File: src/rtl/discrete_pkg.sv
// Shared constants, envelope state type and the control-voltage mixer helper
// for the gated VCO voice.
package discrete_pkg;

    // 5 V expressed in the voice's 16-bit fixed-point control scale
    localparam int unsigned FIVE_VOLT  = 6826;
    localparam int unsigned ENV_MAX    = 32767;
    localparam int unsigned PHASE_W    = 24;

    // Resistor-mixer weights; the /22 is a reciprocal multiply (2979/65536)
    localparam int unsigned MIX_GATE_W = 10;
    localparam int unsigned MIX_LFO_W  = 12;
    localparam int unsigned MIX_RECIP  = 2979;

    typedef enum logic [1:0] {
        ENV_IDLE    = 2'd0,
        ENV_ATTACK  = 2'd1,
        ENV_SUSTAIN = 2'd2,
        ENV_DECAY   = 2'd3
    } env_state_t;

    // Weighted sum of gate and LFO voltages divided by 22, computed on 32 bits
    // and truncated to 16; exact for every gate/LFO combination that occurs.
    function automatic logic [15:0] mix_control(input logic gate_on, input logic lfo_on);
        logic [31:0] weighted;
        logic [31:0] scaled;
        weighted = (gate_on ? 32'(FIVE_VOLT * MIX_GATE_W) : 32'd0)
                 + (lfo_on  ? 32'(FIVE_VOLT * MIX_LFO_W)  : 32'd0);
        scaled   = weighted * 32'(MIX_RECIP);
        return scaled[31:16];
    endfunction

endpackage

File: src/rtl/phase_accumulator_vco.sv
// 24-bit phase accumulator oscillator; the MSB is the square-wave output.
module phase_accumulator_vco
    import discrete_pkg::*;
(
    input  logic               clk,
    input  logic               reset,
    input  logic               audio_clk_en,
    input  logic [PHASE_W-1:0] inc,
    output logic               phase_msb
);

    logic [PHASE_W-1:0] phase;

    // Advance the phase once per audio sample, wrapping modulo 2^24
    always_ff @(posedge clk) begin
        if (reset) begin
            phase <= '0;
        end else if (audio_clk_en) begin
            phase <= phase + inc;
        end
    end

    assign phase_msb = phase[PHASE_W-1];

endmodule

File: src/rtl/gated_vco_voice.sv
// Gated VCO voice: square LFO and gate mixed into a control voltage that
// modulates a phase-accumulator VCO, shaped by an attack/sustain/decay envelope.
//
// state       | meaning
// ------------+---------------------------------------------------------
// ENV_IDLE    | silent, waiting for a trig_n falling edge
// ENV_ATTACK  | level rising by ATTACK_STEP per sample up to ENV_MAX
// ENV_SUSTAIN | gated mode, holding ENV_MAX while trig_n stays low
// ENV_DECAY   | level falling by DECAY_STEP per sample; retriggerable
module gated_vco_voice
    import discrete_pkg::*;
#(
    parameter int CLOCK_RATE       = 1000000,
    parameter int SAMPLE_RATE      = 48000,
    parameter int WIDTH            = 16,
    parameter int LFO_HALF_SAMPLES = 120,
    parameter int VCO_BASE_INC     = 3000,
    parameter int VCO_SPAN_INC     = 2000,
    parameter int ATTACK_STEP      = 1024,
    parameter int DECAY_STEP       = 64
) (
    input  logic                    clk,
    input  logic                    reset,
    input  logic                    audio_clk_en,
    input  logic                    trig_n,
    input  logic                    one_shot,
    output logic signed [WIDTH-1:0] out,
    output logic                    busy
);

    localparam int LFO_W = (LFO_HALF_SAMPLES > 1) ? $clog2(LFO_HALF_SAMPLES) : 1;
    localparam logic [LFO_W-1:0] LFO_LAST = LFO_W'(LFO_HALF_SAMPLES - 1);

    // Reject parameter sets the datapath is not sized for
    if (WIDTH < 12 || WIDTH > 24) begin : g_bad_width
        $error("gated_vco_voice: WIDTH must be within 12..24");
    end
    if (LFO_HALF_SAMPLES < 1) begin : g_bad_lfo
        $error("gated_vco_voice: LFO_HALF_SAMPLES must be at least 1");
    end
    if (SAMPLE_RATE > CLOCK_RATE) begin : g_bad_rate
        $error("gated_vco_voice: SAMPLE_RATE cannot exceed CLOCK_RATE");
    end

    logic [LFO_W-1:0]   lfo_cnt;
    logic               lfo_level;
    logic [15:0]        control;
    logic [31:0]        span_prod;
    logic [PHASE_W-1:0] vco_inc;
    logic               vco_high;

    env_state_t         state, next_state;
    logic [15:0]        level, next_level;
    logic               os_latched, next_os;
    logic               prev_trig;
    logic               trig_fall;
    logic [16:0]        atk_sum;

    logic signed [16:0]      env_sample;
    logic signed [WIDTH-1:0] scaled;

    // LFO half-period counter; the square output flips on every wrap
    always_ff @(posedge clk) begin
        if (reset) begin
            lfo_cnt   <= '0;
            lfo_level <= 1'b0;
        end else if (audio_clk_en) begin
            if (lfo_cnt == LFO_LAST) begin
                lfo_cnt   <= '0;
                lfo_level <= ~lfo_level;
            end else begin
                lfo_cnt <= lfo_cnt + 1'b1;
            end
        end
    end

    // Control voltage and the VCO increment it produces
    always_comb begin
        control   = mix_control(~trig_n, lfo_level);
        span_prod = {16'd0, control} * 32'(VCO_SPAN_INC);
        vco_inc   = PHASE_W'(VCO_BASE_INC) + {6'd0, span_prod[31:14]};
    end

    phase_accumulator_vco u_vco (
        .clk          (clk),
        .reset        (reset),
        .audio_clk_en (audio_clk_en),
        .inc          (vco_inc),
        .phase_msb    (vco_high)
    );

    // A trigger is a high-to-low step of trig_n between consecutive samples
    assign trig_fall = prev_trig & ~trig_n;
    assign atk_sum   = {1'b0, level} + 17'(ATTACK_STEP);

    // Envelope next-state and next-level logic
    always_comb begin
        next_state = state;
        next_level = level;
        next_os    = os_latched;
        case (state)
            ENV_IDLE: begin
                if (trig_fall) begin
                    next_state = ENV_ATTACK;
                    next_os    = one_shot;
                end
            end
            ENV_ATTACK: begin
                if (atk_sum >= 17'(ENV_MAX)) begin
                    next_level = 16'(ENV_MAX);
                    next_state = os_latched ? ENV_DECAY : ENV_SUSTAIN;
                end else begin
                    next_level = atk_sum[15:0];
                end
            end
            ENV_SUSTAIN: begin
                if (trig_n) begin
                    next_state = ENV_DECAY;
                end
            end
            ENV_DECAY: begin
                // Retrigger keeps the current level so the attack is click-free
                if (trig_fall) begin
                    next_state = ENV_ATTACK;
                    next_os    = one_shot;
                end else if (level <= 16'(DECAY_STEP)) begin
                    next_level = '0;
                    next_state = ENV_IDLE;
                end else begin
                    next_level = level - 16'(DECAY_STEP);
                end
            end
            default: begin
                next_state = ENV_IDLE;
                next_level = '0;
            end
        endcase
    end

    // Envelope state register; prev_trig starts high so reset never looks like a trigger
    always_ff @(posedge clk) begin
        if (reset) begin
            state      <= ENV_IDLE;
            level      <= '0;
            os_latched <= 1'b0;
            prev_trig  <= 1'b1;
        end else if (audio_clk_en) begin
            state      <= next_state;
            level      <= next_level;
            os_latched <= next_os;
            prev_trig  <= trig_n;
        end
    end

    // Envelope-modulated square wave on 17 signed bits
    always_comb begin
        env_sample = vco_high ? $signed({1'b0, level}) : -$signed({1'b0, level});
    end

    if (WIDTH >= 16) begin : g_widen
        assign scaled = $signed(WIDTH'(env_sample)) <<< (WIDTH - 16);
    end else begin : g_narrow
        localparam int S_MAX = (1 << (WIDTH - 1)) - 1;
        localparam int S_MIN = -(1 << (WIDTH - 1));
        logic signed [16:0] shr;
        assign shr    = env_sample >>> (16 - WIDTH);
        assign scaled = (shr > 17'(S_MAX)) ? WIDTH'(S_MAX) :
                        (shr < 17'(S_MIN)) ? WIDTH'(S_MIN) : WIDTH'(shr);
    end

    // Output register; forced to zero on the same sample the envelope goes idle
    always_ff @(posedge clk) begin
        if (reset) begin
            out <= '0;
        end else if (audio_clk_en) begin
            out <= (next_state == ENV_IDLE) ? '0 : scaled;
        end
    end

    assign busy = (state != ENV_IDLE);

endmodule

File: config.mk
export PLATFORM = sky130hd
export DESIGN_NAME = gated_vco_voice
export DESIGN_NICKNAME = d
export VERILOG_FILES = /design/src/rtl/discrete_pkg.sv /design/src/rtl/phase_accumulator_vco.sv /design/src/rtl/gated_vco_voice.sv
export SDC_FILE = /design/constraint.sdc
export NUM_CORES = 1
export LEC_CHECK = 0
export BUFFER_PORTS_ARGS = -buffer_cell sky130_fd_sc_hd__buf_2
export CAP_MARGIN = 20
export CORE_MARGIN = 2
export CORE_UTILIZATION = 55
export DETAILED_ROUTE_END_ITERATION = 7
export GPL_TIMING_DRIVEN = 0
export PLACE_DENSITY = 0.73
export SYNTH_ARGS = -nofsm -noshare
export SYNTH_HDL_FRONTEND = slang
export SYNTH_SLANG_ARGS = --single-unit
File: constraint.sdc
create_clock -name clk -period 5.91 [get_ports clk]
set_input_delay 0.2955 -clock clk [delete_from_list [all_inputs] [get_ports clk]]
set_output_delay 0.2955 -clock clk [all_outputs]
set_load 0.005 [all_outputs]
==> impl_metrics.toml <==
[setup_path]
required_ns = 6.17
cp-end-kind = "register"
crit_type = "register to register"
cp.arrival_ns = 4.05
ff2ff_path_depth = 14
r2r-end = "u_vco.phase[17]"
critPathLaunchType = "register"
r2r_start = "lfo_level"
critPathLaunch = "lfo_level"
r2r_slack_ns = 2.12
cp_max_fo = 7

[logic_synthesis]
ys_seq_area_frac = 0.274
synth_warnings = 0
synth_nets = 572
netlist_instances = 518
yosysUniqueCellTypes = 73
synth_edf_count = 0
ys_ff_latch = 59
avgSynthCellArea_um2 = 8.34
async_reset_ff_frac = 0
ys.flop_type = "dfxtp_1"
synth_area_mm2 = 0.00432

[route]
wl_per_cell_um = 16.0
routed_wl_mm = 10.5
drt-initial-drc-count = 203
drt_pass1_iterations = 5
ant_nets = 0
viasPerCell = 5.90
dr_total_vias = 3877
drc = 0

[pwr]
p_sw_uw = 465
p_int_uw = 840
power_density_mw_per_mm2 = 273
comb_power_share = 0.328
swShare = 0.356
seq_power_share = 0.340
clkPwrFrac = 0.332
leakage_nw = 2.06
ir_drop_v = 0.000120

[worst_hold_path]
holdPathStages = 3
hold-path-endpoint = "os_latched"
hold_class = "primary input to register"
min_from = "one_shot"

[place]
globalplace.congestion = 0.930
place_ws_ns = 2.08
io_buffers = 21
dp_hpwl_mm = 7.68

[final_layout]
n_fill_cell = 670
drive_gt1_frac = 0.132
nNetsFinal = 604
most-common-layout-cells = "nor2_1, dfxtp_1, ha_1"
diodes = 0
syn2layout_area_growth_pct = 10.6

[timing]
post-route-period-util = 0.642
drv_slew = 0
fmax_ghz = 0.264
fin_skew_ns = 0.0183
finalHoldViolCount = 0
relSlewSlack = 0.528
setup_violations = 0
post-route-min-period_ns = 3.79
fin_setup_tns_ns = 0
worstMarginPinSlew_ns = 0.707
finalWorstSetupSlack_ns = 2.12
rsz0062_at_grt = "no"

[clock_tree]
cts_setup_buffers = 0
clkSinkCount = 59
clk_latency_ns = 0.36
ctsLongestPathBuffers = 2
cts_made_buffers = 9
ctsHtreeMaxLevel = 3
cts.root.buffer_cell = "clkbuf_8"
holdBufCountCts = 0
path_clk_slew_ns = 0.08
cts_tree = "yes"
ctsResizeCount = 0

[die]
start_util = 0.565
num_rows = 32
die-area_mm2 = 0.00858
die_x_um = 92.6
num_io_pins = 22
core-area_mm2 = 0.00765
die_h_um = 92.6

[grt]
grt_max_degree = 13
grt_pass1_wl_mm = 17.7
antenna_found_initial = 0
grt_overflow_total = 0
grt.total_usage = 0.259
grt_pass1_vias = 3726

[flow_run]
cap_viol_max_count = 0

[outcome]
status = "completed"
==> routing by layer <==
layer | global-route usage | part of all wire | vias up
li1 | - | - | 1924
met1 | 0.320 | 0.45 | 1854
met2 | 0.450 | 0.50 | 81
met3 | 0.0391 | 0.036 | 18
met4 | 0.107 | 0.022 | 0
met5 | 0 | 0 | -
==> stage by stage <==
| step | power [mW] | instances | hold WS (ns) | area, um2 | utilization |
|---|---|---|---|---|---|
| 6_report | 1.30 | 657 | 0.217 | 4770 | 0.624 |
| 5_1_grt | 1.38 | 657 | 0.254 | 4770 | 0.624 |
| 4_1_cts | 1.31 | 657 | 0.201 | 4770 | 0.624 |
| 3_5_place_dp | 0.872 | 641 | 0.454 | 4550 | 0.595 |
| 3_3_place_gp | 0.863 | 641 | 0.447 | 4550 | 0.595 |
| 2_1_floorplan | 0.784 | 518 | 0.424 | 4320 | - |
==> synth_stat cells (all sizes together) (3+ instances only) <==
cell | n | area [um2]
and2 | 5 | 31.3
xnor2 | 22 | 193
buf | 11 | 71.3
a311oi | 3 | 26.3
mux2i | 15 | 154
o211ai | 8 | 65.1
nand4b | 3 | 26.3
and4 | 4 | 35.0
clkbuf | 15 | 56.3
nor3 | 7 | 35.0
nand2 | 29 | 111
nor4 | 4 | 25.0
inv | 43 | 161
nand4 | 6 | 37.5
a211oi | 7 | 57.6
xor2 | 8 | 70.1
a31oi | 11 | 75.1
o21ai | 20 | 100
nand3 | 22 | 115
a21oi | 28 | 144
nor2b | 4 | 25.0
a21o | 8 | 60.1
a221oi | 4 | 35.0
and3 | 8 | 50.1
nor2 | 59 | 221
o31ai | 13 | 138
dfxtp | 59 | 1180
o221a | 3 | 33.8
o21a | 4 | 30.0
nor3b | 3 | 27.5
ha | 48 | 601
==> critical path, cell delays in order (launching register included) <==
cell,delay (ns)
dfxtp_1,0.45
inv_1,0.11
ha_1,0.24
ha_1,0.19
or4_1,0.50
a21oi_1,0.14
o22ai_1,0.12
ha_1,0.29
ha_1,0.40
and3_1,0.22
and3_1,0.16
nand3_1,0.17
a31oi_1,0.36
a21oi_1,0.11
a31o_2,0.22
==> registers in the layout (all words and copies together), names as in the netlist <==
register,count
state,2
os_latched,1
u_vco.phase,24
lfo_cnt,7
prev_trig,1
level,11
out,12
lfo_level,1
==> power by group through the flow <==
stage | clock network, mW | registers, mW | logic (mW)
floorplan | 0 | 0.448 | 0.336
global placement | 0 | 0.451 | 0.412
detailed placement | 0 | 0.453 | 0.420
CTS | 0.439 | 0.444 | 0.426
global route | 0.455 | 0.447 | 0.481
finish | 0.433 | 0.444 | 0.428
==> worst max-delay path by stage <==
stage | endpoint | slack, ns | depth (start not counted)
final | u_vco.phase[17] | 2.12 | 14
after global routing | u_vco.phase[17] | 1.84 | 14
after CTS | u_vco.phase[17] | 2.14 | 14
after detailed placement | u_vco.phase[17] | 2.08 | 15
after global placement | u_vco.phase[17] | 2.15 | 15
after floorplan | u_vco.phase[17] | 2.51 | 14
==> cell type report <==
| type | count | area (um2) | area share |
|---|---|---|---|
| Buffer | 26 | 128 | 0.0267 |
| Clock buffer | 9 | 124 | 0.0259 |
| Clock inverter | 7 | 100 | 0.0210 |
| Inverter | 44 | 165 | 0.0346 |
| Multi-Input combinational cell | 389 | 2840 | 0.596 |
| Sequential cell | 59 | 1180 | 0.247 |
| Tap cell | 102 | 128 | 0.0267 |
| Timing Repair Buffer | 21 | 105 | 0.0220 |
==> logic make-up (layout without fill, tap and decap cells) <==
kind of cell | count (synthesis) | in the layout | synth area share
multiplexers | 16 | 16 | 0.0382
AO/OA/AOI/OAI | 130 | 130 | 0.227
adder cells (fa/ha/maj) | 49 | 49 | 0.144
buffers and inverters | 70 | 107 | 0.0678
XOR/XNOR | 30 | 30 | 0.0609
flip-flops | 59 | 59 | 0.274
AND/OR/NAND/NOR | 164 | 164 | 0.189
(Power assumes the default switching activity.)
